`src/rtl/uart_pkg.sv`:
```
// uart_pkg: definitions shared by the UART receiver and transmitter.
//   uart_state_e          - receiver/transmitter FSM state encoding
//   DATA_BITS             - payload bits per frame (8N1)
//   CLKS_PER_BIT_DEFAULT  - 50 MHz / 115200 baud, rounded
package uart_pkg;

  typedef enum logic [1:0] {
    IDLE  = 2'b00,
    START = 2'b01,
    DATA  = 2'b10,
    STOP  = 2'b11
  } uart_state_e;

  localparam int DATA_BITS            = 8;
  localparam int CLKS_PER_BIT_DEFAULT = 434;

endpackage

```
`src/rtl/uart_rx_sync.sv`:
```
// uart_rx_sync: two-flop synchroniser for the asynchronous rx pin plus one
// delay flop for falling-edge detection. All flops reset to 1 (idle line).
//   clk   - system clock
//   reset - asynchronous active-low reset
//   rx    - raw serial pin
//   rx_s  - synchronised rx
//   fall  - one-cycle high when rx_s goes 1 -> 0
module uart_rx_sync (
  input  logic clk,
  input  logic reset,
  input  logic rx,
  output logic rx_s,
  output logic fall
);

  logic rx_meta;
  logic rx_sq;
  logic rx_d;

  always_ff @(posedge clk or negedge reset) begin
    if (!reset) begin
      rx_meta <= 1'b1;
      rx_sq   <= 1'b1;
      rx_d    <= 1'b1;
    end else begin
      rx_meta <= rx;
      rx_sq   <= rx_meta;
      rx_d    <= rx_sq;
    end
  end

  assign rx_s = rx_sq;
  // A line held low produces no further edges until it has gone high again.
  assign fall = rx_d & ~rx_sq;

endmodule

```
`src/rtl/uart_rx.sv`:
```
// uart_rx: 8N1 UART receiver, LSB first. Detects a start bit, confirms it at
// mid-bit, samples each data bit one bit period later and checks the stop bit.
//   clk       - system clock
//   reset     - asynchronous active-low reset
//   rx        - serial line, idle high, asynchronous to clk
//   data_out  - last correctly framed byte, held until the next good frame
//   rx_done   - one-cycle strobe, data_out valid in the same cycle
//   frame_err - one-cycle strobe when the stop bit samples 0
//   busy      - high while in START, DATA or STOP
module uart_rx
  import uart_pkg::*;
#(
  parameter int CLKS_PER_BIT = CLKS_PER_BIT_DEFAULT
) (
  input  logic                 clk,
  input  logic                 reset,
  input  logic                 rx,
  output logic [DATA_BITS-1:0] data_out,
  output logic                 rx_done,
  output logic                 frame_err,
  output logic                 busy
);

  localparam int             HALF_BIT = CLKS_PER_BIT / 2;
  localparam int             CW       = $clog2(CLKS_PER_BIT);
  localparam logic [CW-1:0]  CNT_HALF = CW'(HALF_BIT - 1);
  localparam logic [CW-1:0]  CNT_LAST = CW'(CLKS_PER_BIT - 1);
  localparam logic [2:0]     IDX_LAST = 3'(DATA_BITS - 1);

  logic rx_s;
  logic fall;

  uart_rx_sync u_sync (
    .clk   (clk),
    .reset (reset),
    .rx    (rx),
    .rx_s  (rx_s),
    .fall  (fall)
  );

  uart_state_e          state_q, state_n;
  logic [CW-1:0]        cnt_q,   cnt_n;
  logic [2:0]           idx_q,   idx_n;
  logic [DATA_BITS-1:0] sh_q,    sh_n;
  logic [DATA_BITS-1:0] data_q,  data_n;
  logic                 done_q,  done_n;
  logic                 ferr_q,  ferr_n;

  always_ff @(posedge clk or negedge reset) begin
    if (!reset) begin
      state_q <= IDLE;
      cnt_q   <= '0;
      idx_q   <= '0;
      sh_q    <= '0;
      data_q  <= '0;
      done_q  <= 1'b0;
      ferr_q  <= 1'b0;
    end else begin
      state_q <= state_n;
      cnt_q   <= cnt_n;
      idx_q   <= idx_n;
      sh_q    <= sh_n;
      data_q  <= data_n;
      done_q  <= done_n;
      ferr_q  <= ferr_n;
    end
  end

  always_comb begin
    state_n = state_q;
    cnt_n   = cnt_q + CW'(1);
    idx_n   = idx_q;
    sh_n    = sh_q;
    data_n  = data_q;
    done_n  = 1'b0;
    ferr_n  = 1'b0;
    unique case (state_q)
      IDLE: begin
        cnt_n = '0;
        if (fall) state_n = START;
      end
      START: begin
        if (cnt_q == CNT_HALF) begin
          cnt_n = '0;
          idx_n = '0;
          // Line back high at mid start bit: treat as a glitch.
          state_n = rx_s ? IDLE : DATA;
        end
      end
      DATA: begin
        if (cnt_q == CNT_LAST) begin
          cnt_n = '0;
          sh_n  = {rx_s, sh_q[DATA_BITS-1:1]};
          idx_n = idx_q + 3'd1;
          if (idx_q == IDX_LAST) state_n = STOP;
        end
      end
      STOP: begin
        // Leave at mid-stop so an immediately following start bit is seen.
        if (cnt_q == CNT_LAST) begin
          cnt_n   = '0;
          state_n = IDLE;
          if (rx_s) begin
            data_n = sh_q;
            done_n = 1'b1;
          end else begin
            ferr_n = 1'b1;
          end
        end
      end
      default: begin
        state_n = IDLE;
        cnt_n   = '0;
      end
    endcase
  end

  assign data_out  = data_q;
  assign rx_done   = done_q;
  assign frame_err = ferr_q;
  assign busy      = (state_q != IDLE);

endmodule

```
`config.mk`:
```
export PLATFORM = sky130hd
export DESIGN_NAME = uart_rx
export DESIGN_NICKNAME = d
export VERILOG_FILES = /design/src/rtl/uart_pkg.sv /design/src/rtl/uart_rx_sync.sv /design/src/rtl/uart_rx.sv
export SDC_FILE = /design/constraint.sdc
export NUM_CORES = 1
export LEC_CHECK = 0
export ABC_AREA = 1
export CORE_MARGIN = 8
export CORE_UTILIZATION = 45
export CTS_CLUSTER_DIAMETER = 200
export DETAILED_ROUTE_END_ITERATION = 10
export DONT_BUFFER_PORTS = 1
export GPL_TIMING_DRIVEN = 0
export PLACE_DENSITY = 0.62
export SYNTH_ARGS = -nofsm -noshare
export SYNTH_HDL_FRONTEND = slang
export SYNTH_SLANG_ARGS = --single-unit
```
`constraint.sdc`:
```
create_clock -name clk -period 3.2 [get_ports clk]
set_input_delay 0.48 -clock clk [delete_from_list [all_inputs] [get_ports clk]]
set_output_delay 0.48 -clock clk [all_outputs]
set_load 0.005 [all_outputs]
```
==> results.toml <==
[global_routing]
grt_pass1_wl_um = 5310
antenna_found_initial = 0
first_global_vias = 1204
grt_use_total = 0.109
gr-total-overflow = 0
grt_max_degree = 36

[route]
vias_per_cell = 5.21
vias = 1192
wl_per_cell_um = 12.9
drtIter0Drc = 52
postRouteAntennaNets = 0
drt_wl_total_um = 2970
drc_errors = 0
dr.pass1.iters = 4

[cts]
htree_levels = 2
clock_latency_ns = 0.35
cts_root_buffer = "clkbuf_4"
cts_setup_buffers = 0
path_clk_slew_ns = 0.11
cts_buffers = 5
cts_tree = "done"
clk_path_buf_depth = 2
clkSinkCount = 35

[synthesis]
async_flop_share = 1.00
ys_seq_area_frac = 0.545
synth-xor-area-share = 0.0108
avgSynthCellArea_um2 = 9.34
synthesis.area_um2 = 1620
yosysWarnings = 0
synth_mux_area_frac = 0
synth_fa_ha_area_frac = 0.0387
yosys.area.top_type = "dfrtp_1"
synth-compound-area-share = 0.0999
synth_commonest_cells = "39 x nand2_1, 32 x dfrtp_1, 20 x inv_1"
synth_top_family_by_area = "simple AND/OR/NAND/NOR gates"
yosys.area_share.simple = 0.222
ys_top_cells_by_area = "dfrtp_1 50%, nand2_1 9.1%, dfstp_2 4.9%"
synthCells = 173
synth_most_common_cell = "nand2_1"
synth_cell_type_count = 27
synth.top_cell.area_share = 0.496
ys_ff_latch = 35
synth-main-ff-cell = "dfrtp_1"
synth-edff-count = 0
syn_nets = 181

[die]
num_rows = 21
start_util = 0.477
die_w_um = 75.9
pin_count = 14
die_h_um = 75.9
core_um2 = 3390
die_area_um2 = 5760

[sta]
rsz0062_at_grt = "false"
relSlewSlack = 0.814
drv_slew = 0
post-route-period-util = 0.501
worst_slew_pin_slew_ns = 0.277
max_freq_ghz = 0.623
final_hold_viol_count = 0
fin_setup_tns_ns = 0
setup-violations-final = 0
skew_ns = 0.0179
finalCriticalPeriod_ns = 1.60

[power_and_ir_drop]
power_switching_mw = 0.295
swShare = 0.277
p_leak_nw = 0.846
combPwrFrac = 0.159
power.internal_mw = 0.772
clkPwrFrac = 0.373
irDropWorstVdd_mv = 0.291
p_per_area_nw_per_um2 = 590
seqPwrFrac = 0.468

[cells_and_area]
regArea_um2 = 880
fin_area_um2 = 1810
fin_nets = 190
final_layout_size_suffix_gt1_frac = 0.202
fin_cells = 229
syn2layout_area_growth_pct = 11.9
antennaDiodeCount = 0
multi_input_area_um2 = 599
n_fill_cell = 310

[critical_path]
startpoint_type = "flip-flop"
worstSetupPathType = "flip-flop to flip-flop"
endpoint_kind = "flip-flop"
crit_fanout = 10
arrival_ns = 1.85
cp.required_ns = 3.44

[place]
port_buffers = 0
placed_area_um2 = 1670
dp_hpwl_um = 2110
gp_congestion = 0.870
placed_cells = 219

[status]
status = "completed"

[hold_path]
hp-class = "input port to flip-flop"

[job]
maxCapViolCount = 0
## power by group through the flow
stage	logic, mW	registers (mW)	clock network, mW
after floorplan	0.125	0.501	0
after global placement	0.148	0.505	0
after detailed placement	0.157	0.508	0
after CTS	0.171	0.500	0.408
after global routing	0.201	0.503	0.425
final	0.170	0.500	0.398
## per-layer routing
metal,track usage,vias to the layer above,wire length (um)
met5,0,-,0
met2,0.182,39,1430
li1,-,569,-
met3,0.0542,9,230
met4,0.0412,0,51
met1,0.116,575,1250
## critical path, stage by stage, from the launching register on
cell and delay (ns):
dfrtp_1 0.42, inv_1 0.08, ha_1 0.17, nand2_1 0.08, nor2_2 0.18, nand2_4 0.09, inv_6 0.08, nand3_4 0.11
buf_6 0.18, nand2_1 0.06, nand2_1 0.05
## registers in the layout (all words and copies together), names as in the netlist, named ones only
name            flops
u_sync.rx_meta      1
u_sync.rx_s         1
rx_done             1
sh_q                8
frame_err           1
cnt_q               9
data_out            8
state_q             1
u_sync.rx_d         1
idx_q               3
## cell usage in the layout, fill, tap and decap left out, types with 2 or more instances in the layout
cell type  Yosys  layout
ha_1           5       5
nor3_1         4       4
o21ai_2        8       8
nand3_1       10      10
bufinv_16      0       2
dfrtp_1       32      32
buf_6          3       3
inv_2          4       4
nand2_2        4       4
nor2_1        11      11
o21ai_1       10      10
nand2_1       39      39
inv_1         20      20
nand4_1        2       2
a21oi_1        6       6
clkbuf_4       0       5
dfstp_2        3       3
## through the flow
| stage | hold slack [ns] | setup WS (ns) | util | power, mW |
|---|---|---|---|---|
| floorplan | 0.184 | 1.81 | - | 0.627 |
| global placement | 0.186 | 1.66 | 0.494 | 0.653 |
| detailed placement | 0.186 | 1.64 | 0.494 | 0.666 |
| CTS | 0.121 | 1.62 | 0.533 | 1.08 |
| global route | 0.101 | 1.52 | 0.533 | 1.13 |
| finish | 0.135 | 1.60 | 0.533 | 1.07 |
## worst paths after layout
path | startpoint | endpoint | slack (ns) | cells after the start
worst max-delay path | cnt_q[1]$_DFF_PN0_ | data_out[0]$_DFFE_PN0P_ | 1.60 | 10
worst min-delay path | rx | u_sync.rx_meta$_DFF_PN1_ | 0.13 | 0
worst max register to register | cnt_q[1]$_DFF_PN0_ | data_out[0]$_DFFE_PN0P_ | 1.60 | 10
worst min register to register | u_sync.rx_meta$_DFF_PN1_ | u_sync.rx_s$_DFF_PN1_ | 0.36 | 0
max in group asynchronous | reset | u_sync.rx_meta$_DFF_PN1_ | 2.36 | 2
min in group asynchronous | reset | data_out[7]$_DFFE_PN0P_ | 0.56 | 2
## cell type report
| cell class | count | share of cell area |
|---|---|---|
| buffer | 3 | 0.0187 |
| tap | 46 | 0.0318 |
| sequential | 35 | 0.487 |
| multi-input combinational | 109 | 0.331 |
| clock inverter | 3 | 0.0374 |
| timing repair buffer | 2 | 0.0166 |
| clock buffer | 5 | 0.0208 |
| inverter | 26 | 0.0567 |
## what timing repair did
action	in CTS	in global routing
resized for setup	0	0
hold endpoints to repair	35	0
hold buffers	2	0
## logic make-up (layout without fill, tap and decap cells)
group,after synthesis,count (layout)
simple gates,76,76
flops,35,35
buf+inv,29,39
compound gates,26,26
fa+ha+maj,5,5
xor+xnor,2,2
Note: power is estimated with default switching activity, not from simulation.
